$ cat src/rtl/execute_redirect_ctrl.sv
// Execute-stage redirect controller: fixed-priority arbitration of redirect sources,
// timed flush, redirect hold until fetch accepts. Optional stats via REDIRECT_STATS_EN.
module execute_redirect_ctrl #(
  parameter int unsigned NUM_SRC      = 3,
  parameter int unsigned ADDR_W       = 32,
  parameter int unsigned FLUSH_CYCLES = 2,
  localparam int unsigned SRC_W       = (NUM_SRC > 1) ? $clog2(NUM_SRC) : 1
) (
  input  logic                        CLK,
  input  logic                        RST,
  input  logic [NUM_SRC-1:0]          req_valid,
  input  logic [NUM_SRC*ADDR_W-1:0]   req_addr,
  input  logic                        dwait,
  input  logic                        fetch_ready,
  output logic                        flush,
  output logic                        stall,
  output logic                        redirect_valid,
  output logic [ADDR_W-1:0]           redirect_addr,
  output logic [SRC_W-1:0]            redirect_src,
`ifdef REDIRECT_STATS_EN
  output logic [31:0]                 redirect_count,
  output logic [15:0]                 preempt_count,
`endif
  output logic                        busy
);

  localparam int unsigned CNT_W = 4;
  localparam logic [1:0] ST_IDLE     = 2'd0;
  localparam logic [1:0] ST_FLUSH    = 2'd1;
  localparam logic [1:0] ST_REDIRECT = 2'd2;

  if (FLUSH_CYCLES < 1 || FLUSH_CYCLES > 15) begin : g_bad_flush_cycles
    $error("FLUSH_CYCLES must be in 1..15");
  end

  logic [1:0]        state_q, state_d;
  logic [CNT_W-1:0]  cnt_q, cnt_d;
  logic [ADDR_W-1:0] addr_q, addr_d;
  logic [SRC_W-1:0]  src_q, src_d;

  logic              win_valid;
  logic [SRC_W-1:0]  win_idx;
  logic [ADDR_W-1:0] win_addr;
  logic              preempt;

  // Fixed priority: scan from the top so the lowest requesting index is left standing.
  always_comb begin
    win_valid = 1'b0;
    win_idx   = '0;
    win_addr  = '0;
    for (int i = int'(NUM_SRC) - 1; i >= 0; i--) begin
      if (req_valid[i]) begin
        win_valid = 1'b1;
        win_idx   = SRC_W'(i);
        win_addr  = req_addr[i*ADDR_W +: ADDR_W];
      end
    end
  end

  assign preempt = (state_q != ST_IDLE) && win_valid && (win_idx < src_q);

  always_comb begin
    state_d = state_q;
    cnt_d   = cnt_q;
    addr_d  = addr_q;
    src_d   = src_q;
    case (state_q)
      ST_IDLE: begin
        if (win_valid) begin
          state_d = ST_FLUSH;
          cnt_d   = CNT_W'(FLUSH_CYCLES - 1);
          addr_d  = win_addr;
          src_d   = win_idx;
        end
      end
      ST_FLUSH: begin
        if (preempt) begin
          cnt_d  = CNT_W'(FLUSH_CYCLES - 1);
          addr_d = win_addr;
          src_d  = win_idx;
        end else if (cnt_q == '0) begin
          state_d = ST_REDIRECT;
        end else begin
          cnt_d = cnt_q - CNT_W'(1);
        end
      end
      ST_REDIRECT: begin
        // Preemption overrides a same-cycle handshake; a plain handshake may chain straight into a new flush.
        if (preempt || (fetch_ready && win_valid)) begin
          state_d = ST_FLUSH;
          cnt_d   = CNT_W'(FLUSH_CYCLES - 1);
          addr_d  = win_addr;
          src_d   = win_idx;
        end else if (fetch_ready) begin
          state_d = ST_IDLE;
        end
      end
      default: state_d = ST_IDLE;
    endcase
  end

  always_ff @(posedge CLK) begin
    if (RST) begin
      state_q <= ST_IDLE;
      cnt_q   <= '0;
      addr_q  <= '0;
      src_q   <= '0;
    end else begin
      state_q <= state_d;
      cnt_q   <= cnt_d;
      addr_q  <= addr_d;
      src_q   <= src_d;
    end
  end

  assign flush          = (state_q == ST_FLUSH);
  assign redirect_valid = (state_q == ST_REDIRECT);
  assign stall          = (state_q == ST_REDIRECT) || ((state_q == ST_IDLE) && dwait);
  assign busy           = (state_q != ST_IDLE);
  assign redirect_addr  = addr_q;
  assign redirect_src   = src_q;

`ifdef REDIRECT_STATS_EN
  logic [31:0] redirect_count_q, redirect_count_d;
  logic [15:0] preempt_count_q, preempt_count_d;
  logic        hs_done;

  assign hs_done = (state_q == ST_REDIRECT) && fetch_ready && !preempt;

  // Saturating event counters.
  always_comb begin
    redirect_count_d = redirect_count_q;
    preempt_count_d  = preempt_count_q;
    if (hs_done && (redirect_count_q != '1)) redirect_count_d = redirect_count_q + 32'd1;
    if (preempt && (preempt_count_q != '1))  preempt_count_d  = preempt_count_q + 16'd1;
  end

  always_ff @(posedge CLK) begin
    if (RST) begin
      redirect_count_q <= '0;
      preempt_count_q  <= '0;
    end else begin
      redirect_count_q <= redirect_count_d;
      preempt_count_q  <= preempt_count_d;
    end
  end

  assign redirect_count = redirect_count_q;
  assign preempt_count  = preempt_count_q;
`endif

endmodule
$ cat config.mk
export PLATFORM = sky130hd
export DESIGN_NAME = execute_redirect_ctrl
export DESIGN_NICKNAME = d
export VERILOG_FILES = /design/src/rtl/execute_redirect_ctrl.sv
export SDC_FILE = /design/constraint.sdc
export NUM_CORES = 1
export LEC_CHECK = 0
export ABC_AREA = 1
export ABC_CLOCK_PERIOD_IN_PS = 2690
export BUFFER_PORTS_ARGS = -buffer_cell sky130_fd_sc_hd__buf_2
export CAP_MARGIN = 20
export CORE_MARGIN = 3
export CORE_UTILIZATION = 25
export CTS_BUF_LIST = sky130_fd_sc_hd__clkbuf_8
export DETAILED_ROUTE_END_ITERATION = 16
export HOLD_SLACK_MARGIN = 0.08
export SLEW_MARGIN = 20
export SYNTH_ARGS = -nofsm -noshare
export SYNTH_HDL_FRONTEND = slang
export SYNTH_SLANG_ARGS = --single-unit
$ cat constraint.sdc
create_clock -name CLK -period 2.69 [get_ports CLK]
set_clock_uncertainty 0.15 [all_clocks]
set_input_delay 0.269 -clock CLK [delete_from_list [all_inputs] [get_ports CLK]]
set_output_delay 0.269 -clock CLK [all_outputs]
set_load 0.01 [all_outputs]
==> results, run 1 <==
- The flow ran to the end, and the final reports show no timing, DRC or antenna violations.
- The die width is 101 um.
- After detailed routing, the total wire length is between 7000 and 8000 um.
- The clock transition time at the flip-flop clock pins of the worst setup and hold paths is 80 ps.
- After the first detailed-routing iteration, the DRC count stood at just under 70.
- The part of the total power dissipated in combinational logic is between 40% and 50%.
- Compared with the post-synthesis result, the final layout area differs by 37.4%.
- The synthesized design devotes to its leading area cell type approximately 35% of total area.
- Buffers added to address setup during post-CTS repair amount to 0.
- VDD sags by at most 0.404 mV.
- STA classifies the critical path endpoint as a flip-flop.
- Counting tap cells, the placed design contains a total of slightly below 600 instances.
- The number of global-route vias before repair is about 2.6k.
- For this configuration, the core starts out at a cell density of roughly a quarter.
- The number of antenna diodes in the final layout is 0.
- The number of hold buffers added after CTS is 0.
- In this run the tightest slew margin relative to its limit is 38.9%.
- The critical path in this run is classified as reg -> reg.
- Ranked by instance count, the synthesized netlist is headed by sky130_fd_sc_hd__nand2_1, sky130_fd_sc_hd__nand3_1, sky130_fd_sc_hd__dfxtp_1.
- Traced cell by cell, the critical path runs through inv_1, ha_1, nand2_1, nand3_2, nand2_2, nand3_2, buf_4, nand2_1, a21oi_1.
- Setup violations remaining at the end of the flow were counted as 0.
- The power spent charging and discharging nets is ~1.0 mW.
- At the pin with the least slew margin, the transition time is approximately 900 ps.
- The largest area contributor in the synthesized netlist is sky130_fd_sc_hd__dfxtp_1.
- After detailed routing, the number of remaining DRC violations is 0.
- The clock tree synthesis step divided the H-tree into 2 levels.
- The reported leakage power is ~1.6 nW.
- The share of total power consumed by net switching is 43.2%.
- Derived from the worst setup path, the maximum achievable clock frequency is 480 MHz.
- Summed over all failing endpoints, the final setup total negative slack is 0 ps.
- When the netlist entered floorplanning its net count stood at between 400 and 500.
- In this run, CTS created clock tree buffers numbering 5.
- Row generation in the floorplan step produced 34 rows.
- The finished cells cover 3110 sq um.
- The data required time at the worst endpoint is around 2700 ps.
- The leading register cell type out of synthesis is sky130_fd_sc_hd__dfxtp_1.
- The wire length of the first global-routing pass is between 10000 and 15000 um.
- Setup repair after global routing left no endpoint under its margin.
- Broken down by cell family, the worst path's largest delay share belongs to simple AND/OR/NAND/NOR gates.
- The biggest fanout along the worst timing path is 19.
- By area the synthesized netlist is led by sky130_fd_sc_hd__dfxtp_1, sky130_fd_sc_hd__nand2_1, sky130_fd_sc_hd__nand3_1.
- Timing analysis after detailed placement gives a worst setup slack of approximately 440 ps.
- The number of warning messages in the yosys log is 0.
- After clock tree synthesis, the repair step resized 0 gates.
- Together, buffers and inverters on the worst path number 2.
- The number of synthesized register bits is 40.
- The internal power component is 1.36 mW.
- The cell area power density is 771 nW/um^2.
- Among all cell types in the netlist, the one instantiated most often is sky130_fd_sc_hd__nand2_1.
- For this run, the total global-route usage over all layers was measured as between 10% and 20%.
- The number of nets with antenna violations after routing is 0.
- Measured along the y axis, the die boundary spans between 100 and 150 um.
- The cell sitting at the root of the clock tree is a sky130_fd_sc_hd__clkbuf_8.
- The number of sinks handled by clock tree synthesis is 40.
- The number of antenna violations at the first check in global routing is 0.
- Max-cap violations in this run came to 0.
- For this run, asynchronously set or reset flops after synthesis account for 0%.
- The aggregate global routing overflow is 0.
- The clock share of power is between 10% and 20%.
- The area after detailed placement is approximately 3000 sq um.
- In this run the count of I/O pins placed on the die edge is between 100 and 150.
- Synthesis instantiated 22 different standard cells from the library.
- TritonCTS built the clock tree.
- Sequential cells were found to cover between 30% and 40% of the synthesized design area.
- Of the available clock period, the critical path in the final layout requires 77.5%.
- The number of nets in the finished design is just under 600.
- The worst setup path is launched from a flip-flop.
- The floorplan step defined a core boundary enclosing 8760 sq um.
- The hold violation count in the final report came to 0.
- The final weighted congestion in routability-driven placement is around 0.76.
- The cell area after synthesis is 2260 sq um.
- The final period demand of the worst path is about 2100 ps.
- The via-per-instance ratio is 4.59.
- For this run, the number of standard cells in the final layout without fillers is 600.
- Buffers placed on the I/O ports in this run total 140.
- The worst path meets setup with ~600 ps of slack.
- The worst hold path belongs to the class in -> reg.
- The mean post-synth cell area is roughly 6.2 sq um.
- In this run the deepest clock path goes through 2 buffers.
- In this run, synthesis inferred 0 flip-flops with an integrated enable.
- The full die area is roughly 10000 sq um.
- For this design, the slowest cell found on the critical path is sky130_fd_sc_hd__dfxtp_1.
- Per report_power, the sequential group accounts for 34.5% of the total.
- Entering global routing, the biggest net connects 41 pins.
- The routed layout has roughly 2.8k vias.
- The proportion of layout cells with a drive suffix above 1 is about 33%.
- The detailed placer's ending HPWL is roughly 5400 um.
- The largest stage delay on the critical path is 380 ps.
- At the later pin of the worst-skew pair, clock insertion delay measures around 290 ps.
- For the worst setup path, the data arrival time is 2090 ps.
- The first-pass iteration count of the detailed router is 4.
- The wire length per cell after detailed routing is 12.3 um.
- The number of pins with negative max-slew slack in the final report is 0.
- The cell count after synthesis came out at approximately 360.
- The core utilization of the finished layout is 35.5%.
## layout by cell type (no fill, tap or decap), types with 3 or more instances in the layout
cell type,instances
sky130_fd_sc_hd__buf_4,4
sky130_fd_sc_hd__nand2_1,147
sky130_fd_sc_hd__clkbuf_8,5
sky130_fd_sc_hd__nand3_1,74
sky130_fd_sc_hd__a21oi_1,39
sky130_fd_sc_hd__inv_2,3
sky130_fd_sc_hd__inv_1,10
sky130_fd_sc_hd__nor2_1,11
sky130_fd_sc_hd__buf_2,140
sky130_fd_sc_hd__dfxtp_1,40
## cells by family (layout without fill, tap and decap cells)
group	after synthesis	count (layout)	share of synthesized area (%)
AND/OR/NAND/NOR	242	242	46.1
AO/OA/AOI/OAI	41	41	9.18
flip-flops	40	40	35.4
buffers and inverters	37	167	8.19
adder cells (fa/ha/maj)	2	2	1.11
## path summary, 6_finish.rpt
check                            to  depth (start not counted)               from  slack, ps
setup / recovery  redirect_addr[10]                          9    redirect_src[1]        600
hold / removal           state_q[1]                          3        fetch_ready        130
setup reg to reg  redirect_addr[10]                          9    redirect_src[1]        600
hold reg to reg   redirect_addr[22]                          2  redirect_addr[22]        320
## state kept, by name, summed over array words and instances (netlist names)
signal,count
redirect_addr,32
cnt_q,4
redirect_src,2
state_q,2
## power groups by stage
stage	Sequential [mW]	Combinational (mW)	Clock, mW
2_1_floorplan	0.892	0.739	0
3_3_place_gp	0.842	1.15	0
3_5_place_dp	0.840	1.17	0
4_1_cts	0.829	1.17	0.426
5_1_grt	0.849	1.31	0.453
6_report	0.828	1.16	0.408
## worst min-delay path, stage by stage
cell and delay [ps]:
sky130_fd_sc_hd__buf_2 90, sky130_fd_sc_hd__nand3b_1 100, sky130_fd_sc_hd__a21oi_1 60
## layout make-up
cell class                      instances  area (sq um)
Fill cell                             973          5650
Clock buffer                            5          68.8
Sequential cell                        40           801
Multi-Input combinational cell        285          1280
Clock inverter                          3          18.8
Inverter                               14          52.6
Timing Repair Buffer                  145           751
Tap cell                              108           135
## layer usage
metal / vias up / GRT usage, % / part of all wire (%)
li1: 1435 / - / -
met1: 1211 / 16.2 / 42
met2: 101 / 26.0 / 49
met3: 4 / 3.39 / 8.1
met4: 0 / 3.58 / 0.77
met5: - / 0 / 0
## stage by stage
| stage | power (mW) | hold slack, ps |
|---|---|---|
| floorplan | 1.63 | 295 |
| global placement | 2.00 | 298 |
| detailed placement | 2.01 | 305 |
| CTS | 2.43 | 125 |
| global route | 2.61 | 120 |
| finish | 2.40 | 130 |
(Power assumes the default switching activity.)
==> run 2, diff against run 1 <==
--- a/config.mk
+++ b/config.mk
@@ -6,7 +6,7 @@
 export NUM_CORES = 1
 export LEC_CHECK = 0
 export ABC_AREA = 1
-export ABC_CLOCK_PERIOD_IN_PS = 2690
+export ABC_CLOCK_PERIOD_IN_PS = 2100
 export BUFFER_PORTS_ARGS = -buffer_cell sky130_fd_sc_hd__buf_2
 export CAP_MARGIN = 20
 export CORE_MARGIN = 3
==> constraint.sdc (replaced) <==
create_clock -name CLK -period 2.1 [get_ports CLK]
set_clock_uncertainty 0.15 [all_clocks]
set_input_delay 0.21 -clock CLK [delete_from_list [all_inputs] [get_ports CLK]]
set_output_delay 0.21 -clock CLK [all_outputs]
set_load 0.01 [all_outputs]
==> run 2 against run 1 <==
Final area up 2.4%. First-iteration DRC count up 29%. Sequential share of layout area shrank 0.60 points. Critical path type unchanged. Largest cell class unchanged. Largest power group unchanged. Highest routed layer is now met5.
==> results, run 2 (synthesis results as in run 1) <==
- Setup repair after global routing left no endpoint under its margin.
- The DRC violation count after routing is 0 (unchanged).
- The vias after detailed routing is 2750 (-0.036%).
- The detailed placer's ending HPWL is 5570 um (+2.8%).
- The number of pins with negative max-slew slack in the final report was 0 (unchanged).
- The clock tree from TritonCTS is done.
- The number of flip-flops under the largest register name was 32 (unchanged).
- The layout filler cell count is 990 (+1.7%).
- The die width was 101 um (unchanged).
- The number of cells after detailed placement is 597 (+0.84%).
- The largest stage delay on the critical path is 380 ps (about the same).
- The final critical-path share of the clock period is 89.1% (+12 points).
- The full die area is 10200 sq um (unchanged).
- The number of rows created at floorplan is 34 (unchanged).
- The wire length of the first global-routing pass is 11800 um (+1.0%).
- The largest net degree at the start of global routing is 40 (-2.4%).
- The run finished with clean final reports.
- The aggregate global routing overflow came to 0 (unchanged).
- The number of I/O pins is 141 (unchanged).
- The combined buffer and inverter count along the critical path was 1 (-1).
- The number of post-CTS setup repair buffers is 0 (unchanged).
- The worst hold path startpoint is req_addr[81].
- The number of violations of the max-capacitance limit is 0 (unchanged).
- The number of H-tree levels is 2 (unchanged).
- Compared with the post-synthesis result, the final layout area differs by 40.7%.
- The proportion of layout cells with a drive suffix above 1 is 33.9% (+0.60 points).
- The top cell types in the final layout, fill and taps aside, are sky130_fd_sc_hd__nand2_1, sky130_fd_sc_hd__buf_2, sky130_fd_sc_hd__nand3_1, sky130_fd_sc_hd__dfxtp_1, sky130_fd_sc_hd__a21oi_1.
- The worst-case reg-to-reg path depth came to 9 (unchanged).
- The worst-case headroom to the max-slew limit is 50.9% (+12 points).
- The y dimension of the die is 101 um (unchanged).
- The number of global-route vias before repair was 2637 (+3.1%).
- The critical path starts at redirect_src[1].
- The master of the slowest instance on the critical path is sky130_fd_sc_hd__dfxtp_1.
- The final-report setup violation count is 0 (unchanged).
- The maximum ir drop on the vdd rail is 0.347 mV (-14%).
- The clock latency of the later-clocked register in the worst-skew pair is 280 ps (about the same).
- The core area is 8760 sq um (unchanged).
- The final weighted congestion in routability-driven placement is 0.701 (-7.6%).
- The min-delay analysis places its worst path in the category in -> reg.
- The number of nets in the finished design is 602 (+1.0%).
- The number of nets with antenna violations after routing is 0 (unchanged).
- The data required time at the worst endpoint came to 2160 ps (-530 ps).
- The hold violation count in the final report is 0 (unchanged).
- The library cell used most frequently in the layout, excluding fill and tap cells, is sky130_fd_sc_hd__nand2_1.
- The via-per-instance ratio is 4.54 (-1.0%).
- The clock transition time at the flip-flop clock pins of the worst setup and hold paths is 80 ps (about the same).
- The footprint of the flip-flops and latches is 801 sq um (unchanged).
- The final antenna diode count is 0 (unchanged).
- The beginning of the worst register-to-register path is redirect_src[1].
- The area used by multi-input combinational logic was 1290 sq um (+0.68%).
- The overall fraction of global-route tracks in use is 14.3% (+0.26 points).
- The first-pass iteration count of the detailed router is 4 (unchanged).
- The depth of the worst hold-timing path is 5 (+2).
- The violation count after the first detailed-routing iteration is 89 (+29%).
- The library cell used as clock root buffer is sky130_fd_sc_hd__clkbuf_8.
- The cell area power density came to 985 nW/um^2 (+28%).
- The total detailed-routing wirelength is 7600 um (+2.9%).
- The achievable frequency is 534 MHz (+11%).
- The sort of element at the end of the critical path is a flip-flop.
- The wire length per cell after detailed routing came to 12.5 um (+1.9%).
- The worst setup path is launched from a flip-flop.
- The reported leakage power is 1.63 nW (+2.7%).
- The number of buffers created by CTS is 5 (unchanged).
- The depth of the critical timing path with buffers and inverters included is 9 (unchanged).
- The sum of negative setup slack is 0 ps (unchanged).
- The slew at the pin closest to its max-slew limit is 736 ps (-175 ps).
- The final period demand of the worst path is 1870 ps (-213 ps).
- Walking the worst path, the cells encountered are inv_1, ha_1, nand2_1, nand3_2, nand2_1, nand2_1, nand2_8, nand3_1, a21oi_1.
- The critical path is of the reg -> reg type.
- The most numerous cell on the critical path is sky130_fd_sc_hd__nand2_1.
- The initial standard-cell utilization of the core is 25.8% (unchanged).
- The number of buffers between clock root and the deepest sink came to 2 (unchanged).
- The cell family with the largest share of critical-path delay is simple AND/OR/NAND/NOR gates.
- The data arrival time of the critical path is 1930 ps (-160 ps).
- The biggest fanout along the worst timing path is 37 (+18).
- The post-layout instance count excluding filler cells was 606 (+1.0%).
- The number of port buffers is 140 (unchanged).
- The number of antenna violations at the first check in global routing is 1 (+1).
- The number of sinks handled by clock tree synthesis is 40 (unchanged).
==> run 2: cell types whose count changed in the layout (fill, tap and decap cells not counted), sizes merged <==
cell,change
clkbuf,+1
buf,+5
dlygate4sd3,+1
inv,+1
clkinv,-2
==> run 2: what timing repair did <==
item,4_1_cts,5_1_grt
endpoints found under the setup margin,0,35
hold buffers,1,0
hold endpoints to repair,1,0
gates resized for setup,0,1
==> run 2: routing by layer <==
layer,part of all wire [%],GRT usage (%),vias up
met5,0.092,0,-
met4,0.90,3.37,2
met3,7.1,3.46,9
met2,49,26.3,87
met1,43,16.8,1205
li1,-,-,1447
==> run 2: cell type report <==
| type | count | area share [%] |
|---|---|---|
| Timing Repair Buffer | 151 | 25.5 |
| Clock inverter | 2 | 0.314 |
| Clock buffer | 6 | 2.59 |
| Tap cell | 108 | 4.25 |
| Inverter | 14 | 1.65 |
| Sequential cell | 40 | 25.2 |
| Multi-Input combinational cell | 285 | 40.6 |
==> run 2: worst paths after layout <==
check             slack, ps           endpoint
setup / recovery        230  redirect_addr[12]
hold / removal          160  redirect_addr[17]
setup reg to reg        230  redirect_addr[12]
hold reg to reg         310  redirect_addr[15]
==> run 2: power breakdown <==
part,switching (mW),total [mW],internal [mW]
sequential,0.113,1.07,0.954
combinational,0.936,1.54,0.604
clock,0.267,0.529,0.262
==> run 2: worst register-to-register path: stages (launching register included) <==
cell                      delay (ps)
sky130_fd_sc_hd__dfxtp_1         380
sky130_fd_sc_hd__inv_1            60
sky130_fd_sc_hd__ha_1            280
sky130_fd_sc_hd__nand2_1          80
sky130_fd_sc_hd__nand3_2         140
sky130_fd_sc_hd__nand2_1         100
sky130_fd_sc_hd__nand2_1         120
sky130_fd_sc_hd__nand2_8         240
sky130_fd_sc_hd__nand3_1         120
sky130_fd_sc_hd__a21oi_1         150
==> run 2: stage by stage <==
| step | setup WS [ps] | hold WS, ps | total power [mW] | util (%) | area [sq um] |
|---|---|---|---|---|---|
| detailed placement | 0.112 | 301 | 2.63 | 35.1 | 3070 |
| global route | 29.5 | 169 | 3.41 | 36.3 | 3180 |
| CTS | 121 | 144 | 3.18 | 36.2 | 3170 |
| floorplan | 36.8 | 242 | 2.09 | - | 2270 |
| global placement | 56.8 | 299 | 2.60 | 35.1 | 3070 |
| finish | 228 | 156 | 3.14 | 36.3 | 3180 |
